File: config.mk
export PLATFORM = sky130hd
export DESIGN_NAME = spart_tx
export DESIGN_NICKNAME = d
export VERILOG_FILES = /design/src/rtl/spart_pkg.sv /design/src/rtl/spart_tx_bittimer.sv /design/src/rtl/spart_tx.sv
export SDC_FILE = /design/constraint.sdc
export NUM_CORES = 1
export LEC_CHECK = 0
export ABC_AREA = 1
export BUFFER_PORTS_ARGS = -buffer_cell sky130_fd_sc_hd__buf_2
export CAP_MARGIN = 5
export CORE_MARGIN = 2
export CORE_UTILIZATION = 61
export DETAILED_ROUTE_END_ITERATION = 12
export PLACE_DENSITY_LB_ADDON = 0.05
export SLEW_MARGIN = 10
export SYNTH_ARGS = -nofsm -noshare
export SYNTH_HDL_FRONTEND = slang
export SYNTH_HIERARCHICAL = 1
export SYNTH_SLANG_ARGS = --single-unit
File: constraint.sdc
create_clock -name clk -period 4.1 [get_ports clk]
set_input_delay 0.615 -clock clk [delete_from_list [all_inputs] [get_ports clk]]
set_output_delay 0.615 -clock clk [all_outputs]
set_load 0.01 [all_outputs]
File: src/rtl/spart_pkg.sv
// spart_pkg: shared SPART types and constants for the transmitter and receiver.
package spart_pkg;
  typedef enum logic [2:0] {IDLE, START, DATA, STOP, PARITY} tx_state_e;
  localparam int DATA_BITS_DEF = 8;
  localparam int OVERSAMPLE_DEF = 16;
  localparam logic [1:0] IOADDR_TXRX = 2'b00;
endpackage

File: src/rtl/spart_tx_bittimer.sv
// spart_tx_bittimer: counts baud enables and flags the last enable of each bit period.
module spart_tx_bittimer
  import spart_pkg::*;
#(
  parameter int OVERSAMPLE = OVERSAMPLE_DEF
) (
  input  logic clk,
  input  logic rst,
  input  logic enable,
  input  logic run,
  input  logic clear,
  output logic bit_done
);
  localparam int CW = (OVERSAMPLE > 1) ? $clog2(OVERSAMPLE) : 1;
  localparam logic [CW-1:0] LAST = CW'(OVERSAMPLE - 1);
  logic [CW-1:0] cnt_q, cnt_d;
  assign bit_done = enable & run & (cnt_q == LAST);
  always_comb cnt_d = (clear | bit_done) ? '0 : (enable & run) ? cnt_q + 1'b1 : cnt_q;
  always_ff @(posedge clk) cnt_q <= !rst ? '0 : cnt_d;
endmodule

File: src/rtl/spart_tx.sv
// spart_tx: double-buffered 8N1 serial transmitter driven by an oversampled baud enable.
// Define SPART_TX_PARITY_EN to insert an even-parity bit before the stop bit.
module spart_tx
  import spart_pkg::*;
#(
  parameter int DATA_BITS  = DATA_BITS_DEF,
  parameter int OVERSAMPLE = OVERSAMPLE_DEF
) (
  input  logic                 clk,
  input  logic                 rst,
  input  logic                 enable,
  input  logic                 tx_load,
  input  logic [DATA_BITS-1:0] tx_data,
  output logic                 txd,
  output logic                 tbr,
  output logic                 tx_busy
);
  localparam int IW = (DATA_BITS > 1) ? $clog2(DATA_BITS) : 1;
  localparam logic [IW-1:0] LAST_IDX = IW'(DATA_BITS - 1);
  tx_state_e state_q, state_d;
  logic [DATA_BITS-1:0] hold_q, hold_d, shift_q, shift_d;
  logic [IW-1:0] idx_q, idx_d;
  logic hold_full_q, hold_full_d, txd_q, txd_d, bit_done, xfer, accept;
`ifdef SPART_TX_PARITY_EN
  logic par_q, par_d;
  localparam tx_state_e AFTER_DATA = PARITY;
`else
  localparam tx_state_e AFTER_DATA = STOP;
`endif
  spart_tx_bittimer #(.OVERSAMPLE(OVERSAMPLE)) u_timer (
    .clk     (clk),
    .rst     (rst),
    .enable  (enable),
    .run     (state_q != IDLE),
    .clear   (state_q == IDLE),
    .bit_done(bit_done)
  );
  // A stop bit ending with a full holding register chains straight into the next start bit.
  always_comb begin
    xfer = hold_full_q & ((state_q == IDLE) | ((state_q == STOP) & bit_done));
    accept = tx_load & ~hold_full_q;
    hold_d = accept ? tx_data : hold_q;
    hold_full_d = xfer ? 1'b0 : accept ? 1'b1 : hold_full_q;
    state_d = state_q;
    shift_d = shift_q;
    idx_d = idx_q;
    if (xfer) begin
      state_d = START;
      shift_d = hold_q;
      idx_d = '0;
    end else if (bit_done) begin
      case (state_q)
        START: begin
          state_d = DATA;
          idx_d = '0;
        end
        DATA: begin
          shift_d = shift_q >> 1;
          idx_d = (idx_q == LAST_IDX) ? '0 : idx_q + 1'b1;
          state_d = (idx_q == LAST_IDX) ? AFTER_DATA : DATA;
        end
`ifdef SPART_TX_PARITY_EN
        PARITY: state_d = STOP;
`endif
        STOP: state_d = IDLE;
        default: state_d = state_q;
      endcase
    end
`ifdef SPART_TX_PARITY_EN
    par_d = xfer ? ^hold_q : par_q;
    txd_d = (state_d == START) ? 1'b0 : (state_d == DATA) ? shift_d[0] :
            (state_d == PARITY) ? par_d : 1'b1;
`else
    txd_d = (state_d == START) ? 1'b0 : (state_d == DATA) ? shift_d[0] : 1'b1;
`endif
  end
  always_ff @(posedge clk) begin
    if (!rst) begin
      state_q <= IDLE;
      hold_q <= '0;
      hold_full_q <= 1'b0;
      shift_q <= '0;
      idx_q <= '0;
      txd_q <= 1'b1;
`ifdef SPART_TX_PARITY_EN
      par_q <= 1'b0;
`endif
    end else begin
      state_q <= state_d;
      hold_q <= hold_d;
      hold_full_q <= hold_full_d;
      shift_q <= shift_d;
      idx_q <= idx_d;
      txd_q <= txd_d;
`ifdef SPART_TX_PARITY_EN
      par_q <= par_d;
`endif
    end
  end
  assign txd = txd_q;
  assign tbr = ~hold_full_q;
  assign tx_busy = (state_q != IDLE);
endmodule

==> results of run 1 <==
[where the power goes]
group          internal, uW  switching, uW  total [uW]
Sequential              289           10.8         300
Combinational          27.7           44.3        72.0
Clock                  54.4           78.6         133
Total                   371            134         505
[stage by stage]
stage	hold WS [ns]	area (um2)	std cells	power (uW)
final	0.463	1470	226	505
after detailed placement	0.447	1430	222	378
after floorplan	0.430	1360	184	361
after global placement	0.442	1430	222	375
after global routing	0.498	1470	226	527
after CTS	0.466	1470	226	509
[cells in the mapped netlist, drive strengths merged]
| library cell | n | share of area [%] |
|---|---|---|
| nand2 | 48 | 18 |
| dfxtp | 28 | 41 |
| inv | 25 | 6.9 |
| a21oi | 22 | 8.4 |
| nand3 | 18 | 7.0 |
| nor2 | 16 | 5.4 |
| o21ai | 12 | 4.7 |
| buf | 4 | 2.0 |
| ha | 3 | 2.8 |
| nand4 | 3 | 1.4 |
| clkinv | 2 | 0.65 |
| and2 | 1 | 0.46 |
| o21bai | 1 | 0.55 |
| or2 | 1 | 0.46 |
[critical path, cell delays in order (launching register included)]
cell and delay (ns):
dfxtp_1 0.42, inv_1 0.11, nand2_4 0.13, nand2_2 0.11, nor2_1 0.19, inv_1 0.08, nor2_2 0.14, nand2_4 0.09
nand2_8 0.09, nand2_8 0.10, inv_1 0.11, nand2_1 0.06, a21oi_1 0.14
[metal layers]
metal	GRT usage, %	vias to the layer above
met2	33.8	17
met5	0	-
met3	2.63	4
met4	8.11	0
met1	30.9	500
li1	-	618
[state kept, by name, summed over array words and instances (netlist names)]
register / count
hold_full_q: 1
hold_q: 8
idx_q: 3
shift_q: 8
state_q: 3
txd: 1
u_timer/cnt_q: 4
[placed cells by master, fill, tap and decap left out, types with 3 or more instances in the layout]
| master | synthesis | layout |
|---|---|---|
| buf_2 | 1 | 14 |
| ha_1 | 3 | 3 |
| nor2_1 | 13 | 13 |
| inv_1 | 23 | 23 |
| a21oi_1 | 21 | 21 |
| nand2_2 | 3 | 3 |
| o21ai_0 | 10 | 10 |
| nand4_1 | 3 | 3 |
| nand2_4 | 3 | 3 |
| clkbuf_4 | 0 | 3 |
| nand2_1 | 40 | 40 |
| nand3_1 | 17 | 17 |
| dfxtp_1 | 28 | 28 |
[worst max-delay path by stage]
stage	from	to	slack [ns]
global route	state_q[1]$_SDFF_PN0_	txd$_SDFF_PN1_	2.03
finish	state_q[1]$_SDFF_PN0_	shift_q[7]$_SDFFE_PN0P_	2.25
detailed placement	enable	shift_q[7]$_SDFFE_PN0P_	2.22
floorplan	state_q[1]$_SDFF_PN0_	shift_q[0]$_SDFF_PN0_	2.39
global placement	enable	txd$_SDFF_PN1_	2.26
CTS	state_q[2]$_SDFF_PN0_	shift_q[7]$_SDFFE_PN0P_	2.25
[cell families (layout without fill, tap and decap cells)]
logic type                 count (synthesis)  after routing  synth area share, %
AOI/OAI and AO/OA                         35             35                 13.7
adders and majority gates                  3              3                 2.77
buffers and inverters                     31             45                 9.60
DFF                                       28             28                 41.4
and+or+nand+nor                           87             87                 32.6
[area by class of cell]
cell class	count	area, um2	share of cell area, %
inverters	27	103	6.98
multi-input cells	125	664	45.2
clock buffers	4	36.3	2.47
flip-flops and latches	28	561	38.2
well taps	28	35.0	2.39
repair buffers	14	70.1	4.77
==> metrics.md, run 1 <==
| Metric | Value |
|---|---|
| R2r setup slk | 2.25 ns |
| CTS Buf Count | 3 |
| Synth Net Count | 199 |
| Number of fill cells | 207 |
| Root Driver | clkbuf_4 |
| R2R cell count | 12 |
| Final HPWL DP | 1.86 mm |
| Area grow syn2layout | 8.40% |
| Register area share after synthesis | around two fifths |
| Outcome | completed |
| GP Congestion | 0.754 |
| I/O Pins | 15 |
| Antenna Nets Post-Route | 0 |
| Worst EP required | ~4.4 ns |
| Part of the cycle the worst path needs | 45.0% |
| Worst hold start | hold_q[3]$_SDFFE_PN0P_ |
| Worst hold path type | flip-flop to flip-flop |
| Row cnt | 17 |
| Die X-Extent | 51.1 um |
| Starting Density | between 60% and 70% |
| Hold path endpoint | hold_q[3]$_SDFFE_PN0P_ |
| H-tree Lvls | 1 |
| GRT Total Usage | a little over a fifth |
| Reg2Reg Capture Point | shift_q[7]$_SDFFE_PN0P_ |
| Initial antenna violation count | 0 |
| VDD IR max | 0.233 mV |
| Count of pins over their slew limit | 0 |
| CP arrival | 2.11 ns |
| Drt first-iter violations | 9 |
| Cell variety after synth | 28 |
| TritonRoute pass-1 iters | 5 |
| Largest net degree at the start of global routing | 18 |
| Setup TNS | 0 ns |
| Worst setup SP type | flip-flop |
| Worst-Skew Late Latency | 0.32 ns |
| Critical R2R Launch | state_q[1]$_SDFF_PN0_ |
| Max Fclk | 542 MHz |
| Die Y | ~51 um |
| Slew @ Worst Pin | 0.443 ns |
| Total Die Area | 2610 um2 |
| Postcts setup bufs | 0 |
| Met2 wire length | 1.06 mm |
| Wire length on met1 | 1.29 mm |
| Synth Cell Area | 1360 um2 |
| Post-DR vias/cell | 5.04 |
| Fin worst setup slack | 2.25 ns |
| Yosys Warn Count | 6 |
| Classification of the worst setup path | flip-flop to flip-flop |
| Period minus WS final | 1.85 ns |
| WHS Path Cells | 2 |
| CTS tree | yes |
| Setup Skew | between 0.002 and 0.003 ns |
| Hold_buf cts | 0 |
| Clock transition at the registers of the reported paths | 0.14 ns |
| Routed length per instance | 10.9 um |
| DRC viols | 0 |
| Setup-failing EPs final | 0 |
| Core Area | approximately 2100 um2 |
| WL final | 2.46 mm |
| RSZ-0062 raised after global routing | no |
| Max Cap Viol | 0 |
| Top Layer Used | met4 |
| Slew HR | 70.4% |
| Gr ovfl total | 0 |
| Vias in the first global route | 1004 |
| Final core occ | roughly two thirds |
| PortBufs | 14 |
| # clock sinks | 28 |
| Worst-path fanout max | 17 |
| Post-Synthesis Cells | ~180 |
| Pleak | roughly 0.00067 uW |
| Metal3 WL | between 70 and 80 um |
| Register bit total from synthesis | 28 |
| Post-CTS sizing | 0 |
| Syn_area_per_cell | about 7.4 um2 |
| CP endpoint kind | flip-flop |
| Max Buffers Root-to-Sink | 2 |
| Antenna fix cells | 0 |
| Layout cells sized above 1 | 18.2% |
| Vias | 1139 |
| Setup WS pre-CTS | 2.22 ns |
| Cell Pwr Density | around 340 nW/um2 |
| Final #Nets | about 210 |
| First-pass GRT wire length | approximately 4.3 mm |
| Final hold vios | 0 |
Note: power is estimated with default switching activity, not from simulation.
==> run 2: changes to the inputs <==
CORE_UTILIZATION = 56   (was 61)
clock period = 1.85 ns   (was 4.1 ns; I/O delays follow)
==> metrics.md, run 2 (synthesis results as in run 1) <==
| Metric | Value |
|---|---|
| DRC viols | 0 |
| Number of fill cells | about 210 |
| Met2 Track Usage GR | 30.8% |
| GRT Total Usage | 20.0% |
| GRT met1 Usage | 27.8% |
| PortBufs | 14 |
| Worst hold path type | primary input to flip-flop |
| Max Buffers Root-to-Sink | 2 |
| Initial antenna violation count | 0 |
| Core Area | about 2300 um2 |
| GR Util met3 | 2.54% |
| Final HPWL DP | between 1.5 and 2 mm |
| First-pass GRT wire length | a little over 4 mm |
| Placed insts | 226 |
| Setup Skew | 0.00304 ns |
| Antenna fix cells | 0 |
| Psw | slightly below 300 uW |
| Regs by FF count | hold_q: 8 flops, shift_q: 8 flops, u_timer/cnt_q: 4 flops |
| Worst-Skew Late Latency | around 0.32 ns |
| Post-DR vias/cell | 4.98 |
| Cell Pwr Density | 743 nW/um2 |
| Final #Nets | 218 |
| Max Fclk | roughly 590 MHz |
| CP endpoint kind | flip-flop |
| Largest net degree at the start of global routing | 18 |
| Max Cap Viol | 0 |
| Switching Fraction | 26.2% |
| Classification of the worst setup path | flip-flop to flip-flop |
| Drt first-iter violations | 28 |
| RSZ-0062 raised after global routing | no |
| Worst EP required | 2.08 ns |
| CTS tree | yes |
| I/O Pins | 15 |
| Period minus WS final | 1.69 ns |
| Gr ovfl total | 0 |
| H-tree Lvls | 1 |
| CP max stage delay | 0.38 ns |
| Slew @ Worst Pin | 0.352 ns |
| Flop pwr share | 58.5% |
| # clock sinks | 28 |
| WL final | 2.49 mm |
| GP Congestion | 0.737 |
| Power share of the clock group | 26.1% |
| Die X-Extent | 53.2 um |
| CP arrival | 1.93 ns |
| Busiest grt layer | met2 |
| Row cnt | 17 |
| Starting Density | 60.1% |
| Count of pins over their slew limit | 0 |
| CP top delay family | simple AND/OR/NAND/NOR gates |
| CP Buf/Inv Count | 2 |
| Design Area, Final | 1510 um2 |
| Vias | 1146 |
| DP Area | 1460 um2 |
| Root Driver | clkbuf_4 |
| Part of the cycle the worst path needs | 91.5% |
| VDD IR max | 0.580 mV |
| Total Die Area | 2830 um2 |
| Antenna Nets Post-Route | 0 |
| TritonRoute pass-1 iters | 4 |
| Final cell count without fillers | 230 |
| Most frequent cells in the layout | nand2_1, inv_1, dfxtp_1 |
| Setup-failing EPs final | 0 |
| Comb power frac | 15.4% |
| P_int | 828 uW |
| Slew HR | 76.5% |
| Outcome | completed |
| Routed length per instance | between 10 and 15 um |
| Vias in the first global route | 983 |
| Hold_buf cts | 0 |
| Final hold vios | 0 |
| Die Y | 53.2 um |
| Commonest non-fill, non-tap cell in the layout | nand2_1 |
| Clock transition at the registers of the reported paths | 0.14 ns |
| Pleak | 0.000688 uW |
| Slowest CP cell | dfxtp_2 |
| Worst setup SP type | flip-flop |
| Area grow syn2layout | 11.5% |
| Critical path cell sequence | ha_1 -> nand3_1 -> nor2_2 -> inv_1 -> nor2_2 -> nand2_4 -> nand2_8 -> nand2_8 -> inv_1 -> nor2_1 -> nand2_1 -> nand2_1 |
| Setup TNS | 0 ns |
| Layout cells sized above 1 | 23.3% |
| CTS Buf Count | 3 |
| Worst-path fanout max | 17 |
## run 2: repair_timing
action | CTS | global route
buffers inserted | 0 | 0
setup endpoints to repair | 0 | 14
resized for setup | 0 | 7
## run 2: worst min-delay path, cell delays in order
cell and delay (ns):
buf_2 0.07, nor2_1 0.03, nor2_1 0.08
## run 2: area by class of cell
type	instances	area (um2)	share of cell area [%]
Inverter	27	103	6.79
Tap cell	28	35.0	2.32
Clock buffer	4	36.3	2.40
Multi-Input combinational cell	125	671	44.4
Timing Repair Buffer	18	100	6.62
Sequential cell	28	567	37.5
## run 2: metal layers
layer	vias to the layer above	part of all wire [%]
met5	-	0
met4	0	1.8
met3	5	2.9
met2	22	45
met1	495	50
li1	624	-
## run 2: worst paths after layout
kind,from,endpoint,slack (ns),cells after the start
hold reg to reg,hold_q[1]$_SDFFE_PN0P_,hold_q[1]$_SDFFE_PN0P_,0.47,2
setup / recovery,u_timer/cnt_q[0]$_SDFFE_PP0P_,txd$_SDFF_PN1_,0.16,12
hold / removal,tx_data[7],hold_q[7]$_SDFFE_PN0P_,0.16,3
setup reg to reg,u_timer/cnt_q[0]$_SDFFE_PP0P_,txd$_SDFF_PN1_,0.16,12
## run 2: power by group through the flow
stage / Sequential (uW) / Combinational, uW / Clock [uW]
2_1_floorplan: 667 / 134 / 0
3_3_place_gp: 669 / 169 / 0
4_1_cts: 657 / 173 / 305
6_report: 657 / 173 / 292
5_1_grt: 661 / 197 / 324
3_5_place_dp: 670 / 173 / 0
## run 2: stage by stage
stage / setup slack (ns) / util (%) / total power, uW / hold WS [ns]
finish: 0.157 / 67.0 / 1120 / 0.164
global placement: 0.163 / 64.9 / 838 / 0.443
floorplan: 0.143 / - / 801 / 0.412
detailed placement: 0.107 / 64.9 / 843 / 0.448
CTS: 0.0817 / 66.5 / 1140 / 0.154
global route: 0.00658 / 67.0 / 1180 / 0.180
==> run 3: changes to the inputs <==
--- a/constraint.sdc
+++ b/constraint.sdc
@@ -3,2 +3,2 @@
 set_output_delay 0.2775 -clock clk [all_outputs]
-set_load 0.01 [all_outputs]
+set_load 0.1 [all_outputs]
==> metrics.md, run 3 (synthesis results as in run 1) <==
| Metric | Value |
|---|---|
| CP arrival | approximately 2.0 ns |
| R2R cell count | 13 |
| Switching Fraction | 29.1% |
| Launch point of the worst path | state_q[2]$_SDFF_PN0_ |
| Fin worst setup slack | 0.176 ns |
| Part of the cycle the worst path needs | 90.5% |
| Regs by FF count | hold_q: 8 flops, shift_q: 8 flops, u_timer/cnt_q: 4 flops |
| Gr ovfl total | 0 |
| DP Area | about 1500 um2 |
| Postcts setup bufs | 0 |
| First-pass GRT wire length | about 4.3 mm |
| Slew HR | 67.9% |
| Critical R2R Launch | state_q[2]$_SDFF_PN0_ |
| CTS Buf Count | 3 |
| GP Congestion | 0.783 |
| Setup Skew | 0.00567 ns |
| Vias | 1152 |
| Outcome | completed |
| Worst-Skew Late Latency | 0.33 ns |
| Slew @ Worst Pin | 0.485 ns |
| Period minus WS final | 1.67 ns |
| Layout cells sized above 1 | 22.9% |
| Worst Setup EP | txd$_SDFF_PN1_ |
| GRT Total Usage | 21.1% |
| Hold_buf cts | 0 |
| Routed length per instance | 10.8 um |
| R2r setup slk | 0.18 ns |
| Worst hold path type | primary input to flip-flop |
| Count of pins over their slew limit | 0 |
| Setup-failing EPs final | 0 |
| Setup WS pre-CTS | 0.129 ns |
| Most frequent cells in the layout | nand2_1, dfxtp_1, inv_1 |
| Worst setup SP type | flip-flop |
| Die Y | between 50 and 60 um |
| Row cnt | 17 |
| Final HPWL DP | 1.92 mm |
| Die X-Extent | 53.2 um |
| Setup TNS | 0 ns |
| Classification of the worst setup path | flip-flop to flip-flop |
| Core Area | 2250 um2 |
| Antenna Nets Post-Route | 0 |
| Largest net degree at the start of global routing | 18 |
| H-tree Lvls | 1 |
| Max Cap Viol | 0 |
| Comb power frac | a little under a fifth |
| Final #Nets | 217 |
| Design Area, Final | about 1500 um2 |
| Post-CTS sizing | 0 |
| Flop pwr share | 56.1% |
| Commonest non-fill, non-tap cell in the layout | nand2_1 |
| WL final | 2.48 mm |
| I/O Pins | 15 |
| P_int | 829 uW |
| CP endpoint kind | flip-flop |
| Total Die Area | 2830 um2 |
| Worst EP required | 2.14 ns |
| # clock sinks | 28 |
| Power share of the clock group | between 20 and 30% |
| Vias in the first global route | 1015 |
| Max Fclk | 597 MHz |
| VDD IR max | between 0.7 and 0.8 mV |
| Pleak | 0.000686 uW |
| Clock transition at the registers of the reported paths | 0.14 ns |
| Starting Density | 60.1% |
| Psw | approximately 340 uW |
| DRC viols | 0 |
| PortBufs | 14 |
| Max Buffers Root-to-Sink | 2 |
| Antenna fix cells | 0 |
| Root Driver | clkbuf_4 |
| Drt first-iter violations | 27 |
| Final hold vios | 0 |
| Cell Pwr Density | 772 nW/um2 |
| Worst-path fanout max | 17 |
| CTS tree | yes |
| Number of fill cells | ~200 |
| Post-DR vias/cell | 5.03 |
| Initial antenna violation count | 0 |
| TritonRoute pass-1 iters | 4 |
| Reg2Reg Capture Point | txd$_SDFF_PN1_ |
| Area grow syn2layout | 11.7% |
[run 3: cell count changes in the layout (fill, tap and decap cells not counted)]
cell / delta
a21oi_1: +1
a21oi_2: -1
inv_2: +1
nor2_4: +1
inv_1: -1
buf_4: -1
nand2_4: -1
nand2_8: +1
nor2_2: -1
[run 3: cell type report]
| cell class | instances | area [um2] | area share, % |
|---|---|---|---|
| inverters | 27 | 103 | 6.78 |
| clock buffers | 4 | 36.3 | 2.40 |
| flip-flops and latches | 28 | 567 | 37.4 |
| well taps | 28 | 35.0 | 2.31 |
| multi-input cells | 125 | 681 | 45.0 |
| repair buffers | 17 | 92.6 | 6.12 |
[run 3: worst min-delay path by stage]
stage / start / end / cells after the start / slack [ns]
after floorplan: tx_data[0] / hold_q[0]$_SDFFE_PN0P_ / 2 / 0.41
after global placement: hold_q[4]$_SDFFE_PN0P_ / hold_q[4]$_SDFFE_PN0P_ / 2 / 0.44
after detailed placement: hold_q[4]$_SDFFE_PN0P_ / hold_q[4]$_SDFFE_PN0P_ / 2 / 0.45
after CTS: tx_data[0] / hold_q[0]$_SDFFE_PN0P_ / 3 / 0.15
after global routing: tx_data[7] / hold_q[7]$_SDFFE_PN0P_ / 3 / 0.17
final: tx_data[0] / hold_q[0]$_SDFFE_PN0P_ / 3 / 0.17
[run 3: power by group through the flow]
stage / clock network [uW] / registers, uW / logic [uW]
6_report: 295 / 657 / 218
5_1_grt: 330 / 661 / 243
4_1_cts: 310 / 657 / 218
3_5_place_dp: 0 / 670 / 218
3_3_place_gp: 0 / 669 / 214
2_1_floorplan: 0 / 682 / 166
[run 3: layer usage]
layer / GRT usage [%] / share of wire [%]
met2: 31.9 / 44
met5: 0 / 0
met1: 28.6 / 51
met3: 3.39 / 3.3
met4: 11.5 / 1.8
[run 3: critical path, stage by stage (launching register included)]
cell and delay [ns]:
dfxtp_2 0.38, nor2_4 0.20, nand2_8 0.09, nand2_2 0.14
nor2_2 0.07, inv_1 0.11, nor2_4 0.05, nand2_4 0.08
nand2_8 0.07, nand2_8 0.12, inv_1 0.07, nor2_1 0.14
nand2_1 0.06, nand2_1 0.06
[run 3: per-stage QoR]
step                      hold WS, ns  power (uW)  utilization [%]  cells
after floorplan                 0.412         847                -    184
after global placement          0.441         882             65.0    225
after detailed placement        0.448         888             65.0    225
after CTS                       0.153        1180             66.6    229
after global routing            0.170        1230             67.1    229
final                           0.165        1170             67.1    229
